===== src/rtl/vga_pkg.sv =====
// Shared constants, timing helpers and pipeline record for the VGA scan-out engine.
package vga_pkg;

    // Total pixels per line or lines per frame from active size, porches and sync width.
    function automatic int unsigned calc_total(input int unsigned active, input int unsigned fp,
                                               input int unsigned sync, input int unsigned bp);
        return active + fp + sync + bp;
    endfunction

    // Offset that centres a scaled image inside the active area.
    function automatic int unsigned calc_origin(input int unsigned res, input int unsigned img,
                                                input int unsigned scale);
        return (res - img * scale) / 2;
    endfunction

    // RGB565 field positions used to form RGB444 (top four bits of each channel).
    localparam int unsigned R_HI = 15;
    localparam int unsigned R_LO = 12;
    localparam int unsigned G_HI = 10;
    localparam int unsigned G_LO = 7;
    localparam int unsigned B_HI = 4;
    localparam int unsigned B_LO = 1;

    // Control flags carried alongside the fetched pixel into the output stage.
    typedef struct packed {
        logic de;
        logic hs;
        logic vs;
        logic in_win;
        logic en;
    } stage1_t;

endpackage


===== src/rtl/vga_timing_core.sv =====
// Pixel-enable divider, h/v counters and raw (stage-0) sync/de/frame decode.
module vga_timing_core
    import vga_pkg::*;
#(
    parameter int unsigned H_RES   = 640,
    parameter int unsigned H_FP    = 16,
    parameter int unsigned H_SYNC  = 96,
    parameter int unsigned H_BP    = 48,
    parameter int unsigned V_RES   = 480,
    parameter int unsigned V_FP    = 10,
    parameter int unsigned V_SYNC  = 2,
    parameter int unsigned V_BP    = 33,
    parameter logic        H_POL   = 1'b0,
    parameter logic        V_POL   = 1'b0,
    parameter int unsigned PIX_DIV = 4,
    localparam int unsigned H_TOT  = calc_total(H_RES, H_FP, H_SYNC, H_BP),
    localparam int unsigned V_TOT  = calc_total(V_RES, V_FP, V_SYNC, V_BP),
    localparam int unsigned HW     = $clog2(H_TOT),
    localparam int unsigned VW     = $clog2(V_TOT)
) (
    input  logic          clk,
    input  logic          rst,
    output logic          tick,
    output logic [HW-1:0] h,
    output logic [HW-1:0] h_nxt,
    output logic [VW-1:0] v,
    output logic [VW-1:0] v_nxt,
    output logic          frame_wrap,
    output logic          de,
    output logic          hs,
    output logic          vs
);

    localparam int unsigned DW = $clog2(PIX_DIV);
    localparam logic [DW-1:0] DIV_LAST = DW'(PIX_DIV - 1);
    localparam logic [HW-1:0] H_LAST   = HW'(H_TOT - 1);
    localparam logic [VW-1:0] V_LAST   = VW'(V_TOT - 1);
    localparam logic [HW-1:0] H_ACT    = HW'(H_RES);
    localparam logic [VW-1:0] V_ACT    = VW'(V_RES);
    localparam logic [HW-1:0] HS_BEG   = HW'(H_RES + H_FP);
    localparam logic [HW-1:0] HS_LEN   = HW'(H_SYNC);
    localparam logic [VW-1:0] VS_BEG   = VW'(V_RES + V_FP);
    localparam logic [VW-1:0] VS_LEN   = VW'(V_SYNC);

    logic [DW-1:0] div_cnt;

    // Next-position, tick and raw timing decode from the current counters.
    always_comb begin
        tick       = (div_cnt == DIV_LAST);
        h_nxt      = (h == H_LAST) ? '0 : h + 1'b1;
        v_nxt      = v;
        if (h == H_LAST) begin
            v_nxt = (v == V_LAST) ? '0 : v + 1'b1;
        end
        frame_wrap = tick && (h == H_LAST) && (v == V_LAST);
        de         = (h < H_ACT) && (v < V_ACT);
        // Range checks use unsigned wrap-around: (x - start) < len.
        hs         = ((h - HS_BEG) < HS_LEN) ? H_POL : ~H_POL;
        vs         = ((v - VS_BEG) < VS_LEN) ? V_POL : ~V_POL;
    end

    // Divider and raster counters; counters advance only on tick.
    always_ff @(posedge clk) begin
        if (rst) begin
            div_cnt <= '0;
            h       <= '0;
            v       <= '0;
        end else begin
            div_cnt <= tick ? '0 : div_cnt + 1'b1;
            if (tick) begin
                h <= h_nxt;
                v <= v_nxt;
            end
        end
    end

endmodule


===== src/rtl/vga_fb_scanout.sv =====
// VGA scan-out: timing core plus window/address generation and the output stage.
module vga_fb_scanout
    import vga_pkg::*;
#(
    parameter int unsigned H_RES   = 640,
    parameter int unsigned V_RES   = 480,
    parameter int unsigned H_FP    = 16,
    parameter int unsigned H_SYNC  = 96,
    parameter int unsigned H_BP    = 48,
    parameter int unsigned V_FP    = 10,
    parameter int unsigned V_SYNC  = 2,
    parameter int unsigned V_BP    = 33,
    parameter logic        H_POL   = 1'b0,
    parameter logic        V_POL   = 1'b0,
    parameter int unsigned PIX_DIV = 4,
    parameter int unsigned IMG_W   = 160,
    parameter int unsigned IMG_H   = 120,
    parameter int unsigned SCALE   = 4,
    parameter int unsigned ADDR_W  = 15,
    parameter int unsigned RD_LAT  = 2,
    parameter logic [11:0] BORDER  = 12'h000
) (
    input  logic              CLK,
    input  logic              RST_BTN,
    input  logic              i_en,
    input  logic [15:0]       doutb,
    output logic [ADDR_W-1:0] addrb,
    output logic              o_hs,
    output logic              o_vs,
    output logic              o_de,
    output logic [3:0]        o_r,
    output logic [3:0]        o_g,
    output logic [3:0]        o_b,
    output logic              o_frame
);

    localparam int unsigned H_TOT = calc_total(H_RES, H_FP, H_SYNC, H_BP);
    localparam int unsigned V_TOT = calc_total(V_RES, V_FP, V_SYNC, V_BP);
    localparam int unsigned HW    = $clog2(H_TOT);
    localparam int unsigned VW    = $clog2(V_TOT);
    localparam int unsigned X0    = calc_origin(H_RES, IMG_W, SCALE);
    localparam int unsigned Y0    = calc_origin(V_RES, IMG_H, SCALE);
    localparam int unsigned SW    = (SCALE > 1) ? $clog2(SCALE) : 1;

    localparam logic [HW-1:0]     WX0      = HW'(X0);
    localparam logic [HW-1:0]     WXN      = HW'(IMG_W * SCALE);
    localparam logic [HW-1:0]     WXL      = HW'(X0 + IMG_W * SCALE - 1);
    localparam logic [VW-1:0]     WY0      = VW'(Y0);
    localparam logic [VW-1:0]     WYN      = VW'(IMG_H * SCALE);
    localparam logic [SW-1:0]     S_LAST   = SW'(SCALE - 1);
    localparam logic [ADDR_W-1:0] ROW_STEP = ADDR_W'(IMG_W);
    // Read latency only constrains the BRAM; data is always sampled PIX_DIV cycles later.
    localparam int unsigned unused_rd_lat = RD_LAT;

    logic              tick, frame_wrap, de_raw, hs_raw, vs_raw;
    logic [HW-1:0]     h, h_nxt;
    logic [VW-1:0]     v, v_nxt;
    logic              h_win, v_win, hn_win, vn_win;
    logic              enter, advance, line_done;
    logic [SW-1:0]     sx, sy;
    logic [ADDR_W-1:0] row_base;
    logic              en_frame;
    stage1_t           s0, s1;
    logic [11:0]       pix_q, rgb;
    logic              unused_doutb;

    assign unused_doutb = ^{doutb[11], doutb[6:5], doutb[0]};

    vga_timing_core #(
        .H_RES  (H_RES),
        .H_FP   (H_FP),
        .H_SYNC (H_SYNC),
        .H_BP   (H_BP),
        .V_RES  (V_RES),
        .V_FP   (V_FP),
        .V_SYNC (V_SYNC),
        .V_BP   (V_BP),
        .H_POL  (H_POL),
        .V_POL  (V_POL),
        .PIX_DIV(PIX_DIV)
    ) u_timing (
        .clk       (CLK),
        .rst       (RST_BTN),
        .tick      (tick),
        .h         (h),
        .h_nxt     (h_nxt),
        .v         (v),
        .v_nxt     (v_nxt),
        .frame_wrap(frame_wrap),
        .de        (de_raw),
        .hs        (hs_raw),
        .vs        (vs_raw)
    );

    // Window membership of the current and the upcoming pixel, plus address-walk events.
    always_comb begin
        h_win     = (h - WX0) < WXN;
        v_win     = (v - WY0) < WYN;
        hn_win    = (h_nxt - WX0) < WXN;
        vn_win    = (v_nxt - WY0) < WYN;
        enter     = tick && vn_win && (h_nxt == WX0);
        advance   = tick && vn_win && hn_win && (h_nxt != WX0);
        line_done = tick && v_win && (h == WXL);
        s0        = '{de: de_raw, hs: hs_raw, vs: vs_raw, in_win: h_win && v_win, en: en_frame};
    end

    // Incremental address walk: addrb is loaded on the tick that moves onto the pixel it serves.
    always_ff @(posedge CLK) begin
        if (RST_BTN) begin
            addrb    <= '0;
            row_base <= '0;
            sx       <= '0;
            sy       <= '0;
        end else begin
            if (frame_wrap) begin
                row_base <= '0;
                sy       <= '0;
            end else if (line_done) begin
                if (sy == S_LAST) begin
                    sy       <= '0;
                    row_base <= row_base + ROW_STEP;
                end else begin
                    sy <= sy + 1'b1;
                end
            end
            if (enter) begin
                sx    <= '0;
                // Row base clears on this same tick at frame start, so bypass it here.
                addrb <= frame_wrap ? '0 : row_base;
            end else if (advance) begin
                if (sx == S_LAST) begin
                    sx    <= '0;
                    addrb <= addrb + 1'b1;
                end else begin
                    sx <= sx + 1'b1;
                end
            end
        end
    end

    // Output stage: capture BRAM data with the stage-0 flags; latch enable at frame start.
    always_ff @(posedge CLK) begin
        if (RST_BTN) begin
            s1       <= '{de: 1'b0, hs: ~H_POL, vs: ~V_POL, in_win: 1'b0, en: 1'b0};
            pix_q    <= '0;
            o_frame  <= 1'b0;
            en_frame <= 1'b0;
        end else begin
            o_frame <= frame_wrap;
            if (o_frame) begin
                en_frame <= i_en;
            end
            if (tick) begin
                s1    <= s0;
                pix_q <= {doutb[R_HI:R_LO], doutb[G_HI:G_LO], doutb[B_HI:B_LO]};
            end
        end
    end

    // Colour select: image, border, or black during blanking.
    always_comb begin
        rgb = '0;
        if (s1.de) begin
            rgb = (s1.in_win && s1.en) ? pix_q : BORDER;
        end
        o_de = s1.de;
        o_hs = s1.hs;
        o_vs = s1.vs;
        o_r  = rgb[11:8];
        o_g  = rgb[7:4];
        o_b  = rgb[3:0];
    end

endmodule


===== config.mk =====
export PLATFORM = sky130hd
export DESIGN_NAME = vga_fb_scanout
export DESIGN_NICKNAME = d
export VERILOG_FILES = /design/src/rtl/vga_pkg.sv /design/src/rtl/vga_timing_core.sv /design/src/rtl/vga_fb_scanout.sv
export SDC_FILE = /design/constraint.sdc
export NUM_CORES = 1
export LEC_CHECK = 0
export CAP_MARGIN = 30
export CORE_ASPECT_RATIO = 0.8
export CORE_UTILIZATION = 30
export DETAILED_ROUTE_END_ITERATION = 10
export GPL_TIMING_DRIVEN = 0
export SYNTH_ARGS = -nofsm -noshare
export SYNTH_HDL_FRONTEND = slang
export SYNTH_HIERARCHICAL = 1
export SYNTH_SLANG_ARGS = --single-unit

===== constraint.sdc =====
create_clock -name CLK -period 3.45 [get_ports CLK]
set_input_delay 0.5175 -clock CLK [delete_from_list [all_inputs] [get_ports CLK]]
set_output_delay 0.5175 -clock CLK [all_outputs]
set_load 0.03 [all_outputs]

==> metrics.csv <==
stage,metric,value,unit
run_status,status,completed,
worst_setup_path,Reg-to-Reg End,addrb[12],
pwr,Final Power,1.96,mW
cts,Worst-path clk slew,0.06,ns
routing,Max Used Layer,met4,
global_route,vias in the first global route,3679,
cells_and_area,Fillers,1324,
die,core area,0.0131,mm^2
sta,Pins Over Slew Limit,0,
synth,Mapped Cells,497,
synth,syn nets,529,
routing,via/cell ratio,5.45,
die,die height,107,um
routing,Routed Antenna Nets,0,
cts,CTS tree,done,
cts,postcts setup bufs,0,
cells_and_area,register area,0.00140,mm^2
synth,synth warn,6,
cells_and_area,nets@finish,585,
global_route,pin count of the biggest net entering global routing,14,
cts,clk buf depth,2,
sta,Clock Skew,0.00789,ns
die,Site Rows,37,
routing,routed wl met3,810,um
pwr,leakage power,1.78,nW
sta,final hold viol count,0,
placement,RePlAce Congestion,0.870,
cts,CTS H-tree lvls,3,
routing,routed length on met2,4650,um
routing,DR DRC count,0,
worst_setup_path,Worst R2R Start,u_timing/h[2],
placement,Detailed Place HPWL,8260,um
routing,DRT iter0 DRCs,291,
worst_setup_path,worst-path fanout max,10,
cts,cts hold-fix bufs,0,
routing,Final Routed Wirelength,11300,um
routing,wire length per cell,15.4,um
global_route,GRT overflow,0,
sta,fin crit period,3.21,ns
global_route,first-pass GRT wire length,18800,um
die,initial core utilization,0.314,
global_route,number of antenna violations at the first check in global routing,0,
sta,Worst-Margin Slew,0.786,ns
synth,Syn Area/Cell,8.26,um^2
cells_and_area,Layout Area Growth over Synthesis,24.5,%
worst_setup_path,Crit. Startpoint,u_timing/h[2],
sta,hold slack,0.429,ns
cells_and_area,footprint of the multi-input gates,0.00254,mm^2
routing,number of iterations in the first detailed-routing pass,5,
cells_and_area,fin util,0.390,
synth,Post-Syn Area,0.00411,mm^2
cells_and_area,share of layout cells above drive strength 1,0.0789,
hold_path,Hold EP,u_timing/div_cnt[0],
hold_path,hold path start,u_timing/div_cnt[0],
cts,clk root buf,clkbuf_16,
run,MaxCap Viol Count,0,
die,Ports,50,
pwr,Flop pwr share,0.433,
sta,fin crit share,0.929,
pwr,Sw Share,0.252,
pwr,clock power share,0.475,
cells_and_area,n_diodes,0,
worst_setup_path,CP Capture Type,flop,
routing,Met1 Wirelength,5720,um
cts,clk sinks,70,
placement,PortBufs,45,
worst_setup_path,critical path class,flop to flop,
pwr,Int Power,1.47,mW
worst_setup_path,WP data required,3.67,ns
routing,vias,3994,
cts,Clock Latency Late Sink,0.33,ns
worst_setup_path,critical path arrival,3.43,ns
global_route,GRT Overall Usage,0.167,
die,Chip Width,133,um
sta,Max-slew headroom,0.472,
cts,total CTS buffers,9,
pwr,P_sw,0.493,mW
worst_setup_path,R2R cell count,10,
pwr,PwrDens,383,mW/mm^2
pwr,Max rail drop VDD,230,uV
sta,count of final setup violators,0,
pwr,part of the power in combinational logic,0.092,
hold_path,Hold Crit Depth,1,
worst_setup_path,R2R setup slack,0.24,ns
hold_path,hold crit path type,flop to flop,
sta,fmax,0.312,GHz
die,DIE AREA,0.0142,mm^2
worst_setup_path,Startpoint Class,flop,
[registers in the layout (all words and copies together) (netlist names), 2 cells and up]
name              count
u_timing/v           10
u_timing/h           10
row_base             10
sy                    2
addrb                15
pix_q                12
s1                    2
sx                    2
u_timing/div_cnt      2
[critical path, cell delays in order, from the launching register on]
cell and delay, ns:
dfxtp_1 0.34, buf_2 0.19, nand3_1 0.19, nor3_1 0.70
and3_1 0.25, a2bb2oi_1 0.33, o21ai_2 0.20, and4_1 0.23
clkbuf_2 0.18, a221o_1 0.32, o2111a_1 0.14
[how the worst max path moves through the flow]
| stage | endpoint | slack [ns] |
|---|---|---|
| floorplan | addrb[10] | 0.70 |
| global placement | addrb[10] | 0.09 |
| detailed placement | addrb[10] | 0.009 |
| CTS | addrb[10] | 0.01 |
| global route | addrb[14] | -0.0006 |
| finish | addrb[12] | 0.24 |
[power groups by stage]
| stage | Sequential [mW] | Clock (mW) | Combinational (mW) |
|---|---|---|---|
| after detailed placement | 0.865 | 0 | 0.173 |
| after global placement | 0.864 | 0 | 0.171 |
| after global routing | 0.850 | 0.994 | 0.196 |
| after CTS | 0.847 | 0.955 | 0.175 |
| after floorplan | 0.864 | 0 | 0.111 |
| final | 0.847 | 0.931 | 0.180 |
[cells in the final DEF (no fill, tap or decap), drive strengths merged, types with 14 or more instances in the layout]
master	instances
clkdlybuf4s50	45
nand2	31
o21ai	19
nor3	14
inv	14
nand3	20
buf	15
dfxtp	70
a21oi	24
and2	20
mux2i	21
nor2	49
clkbuf	29
nand4	22
[repair_timing]
action | in CTS | in global routing
pin swaps | 0 | 0
endpoints found under the setup margin | 1 | 16
resized for setup | 1 | 10
[metal layers]
layer  up-vias  track usage
met2       150        0.240
met5         -            0
met4         0       0.0484
met1      1862        0.243
met3         9       0.0383
li1       1973            -
[layout make-up]
cell class                      count  share of cell area
Tap cell                          175              0.0428
Sequential cell                    70               0.274
Timing Repair Buffer               45              0.0881
Inverter                           14              0.0103
Clock buffer                       10              0.0448
Clock inverter                      6              0.0140
Buffer                             34              0.0296
Multi-Input combinational cell    379               0.496
[stage by stage]
stage / worst slack, ns / instance area [um^2] / instances / setup TNS, ns
CTS: 0.0133 / 5080 / 733 / 0
global placement: 0.0924 / 4780 / 717 / 0
finish: 0.244 / 5110 / 733 / 0
global route: -0.000618 / 5110 / 733 / -0.000618
floorplan: 0.703 / 4110 / 497 / 0
detailed placement: 0.00915 / 4780 / 717 / 0
(Power assumes the default switching activity.)
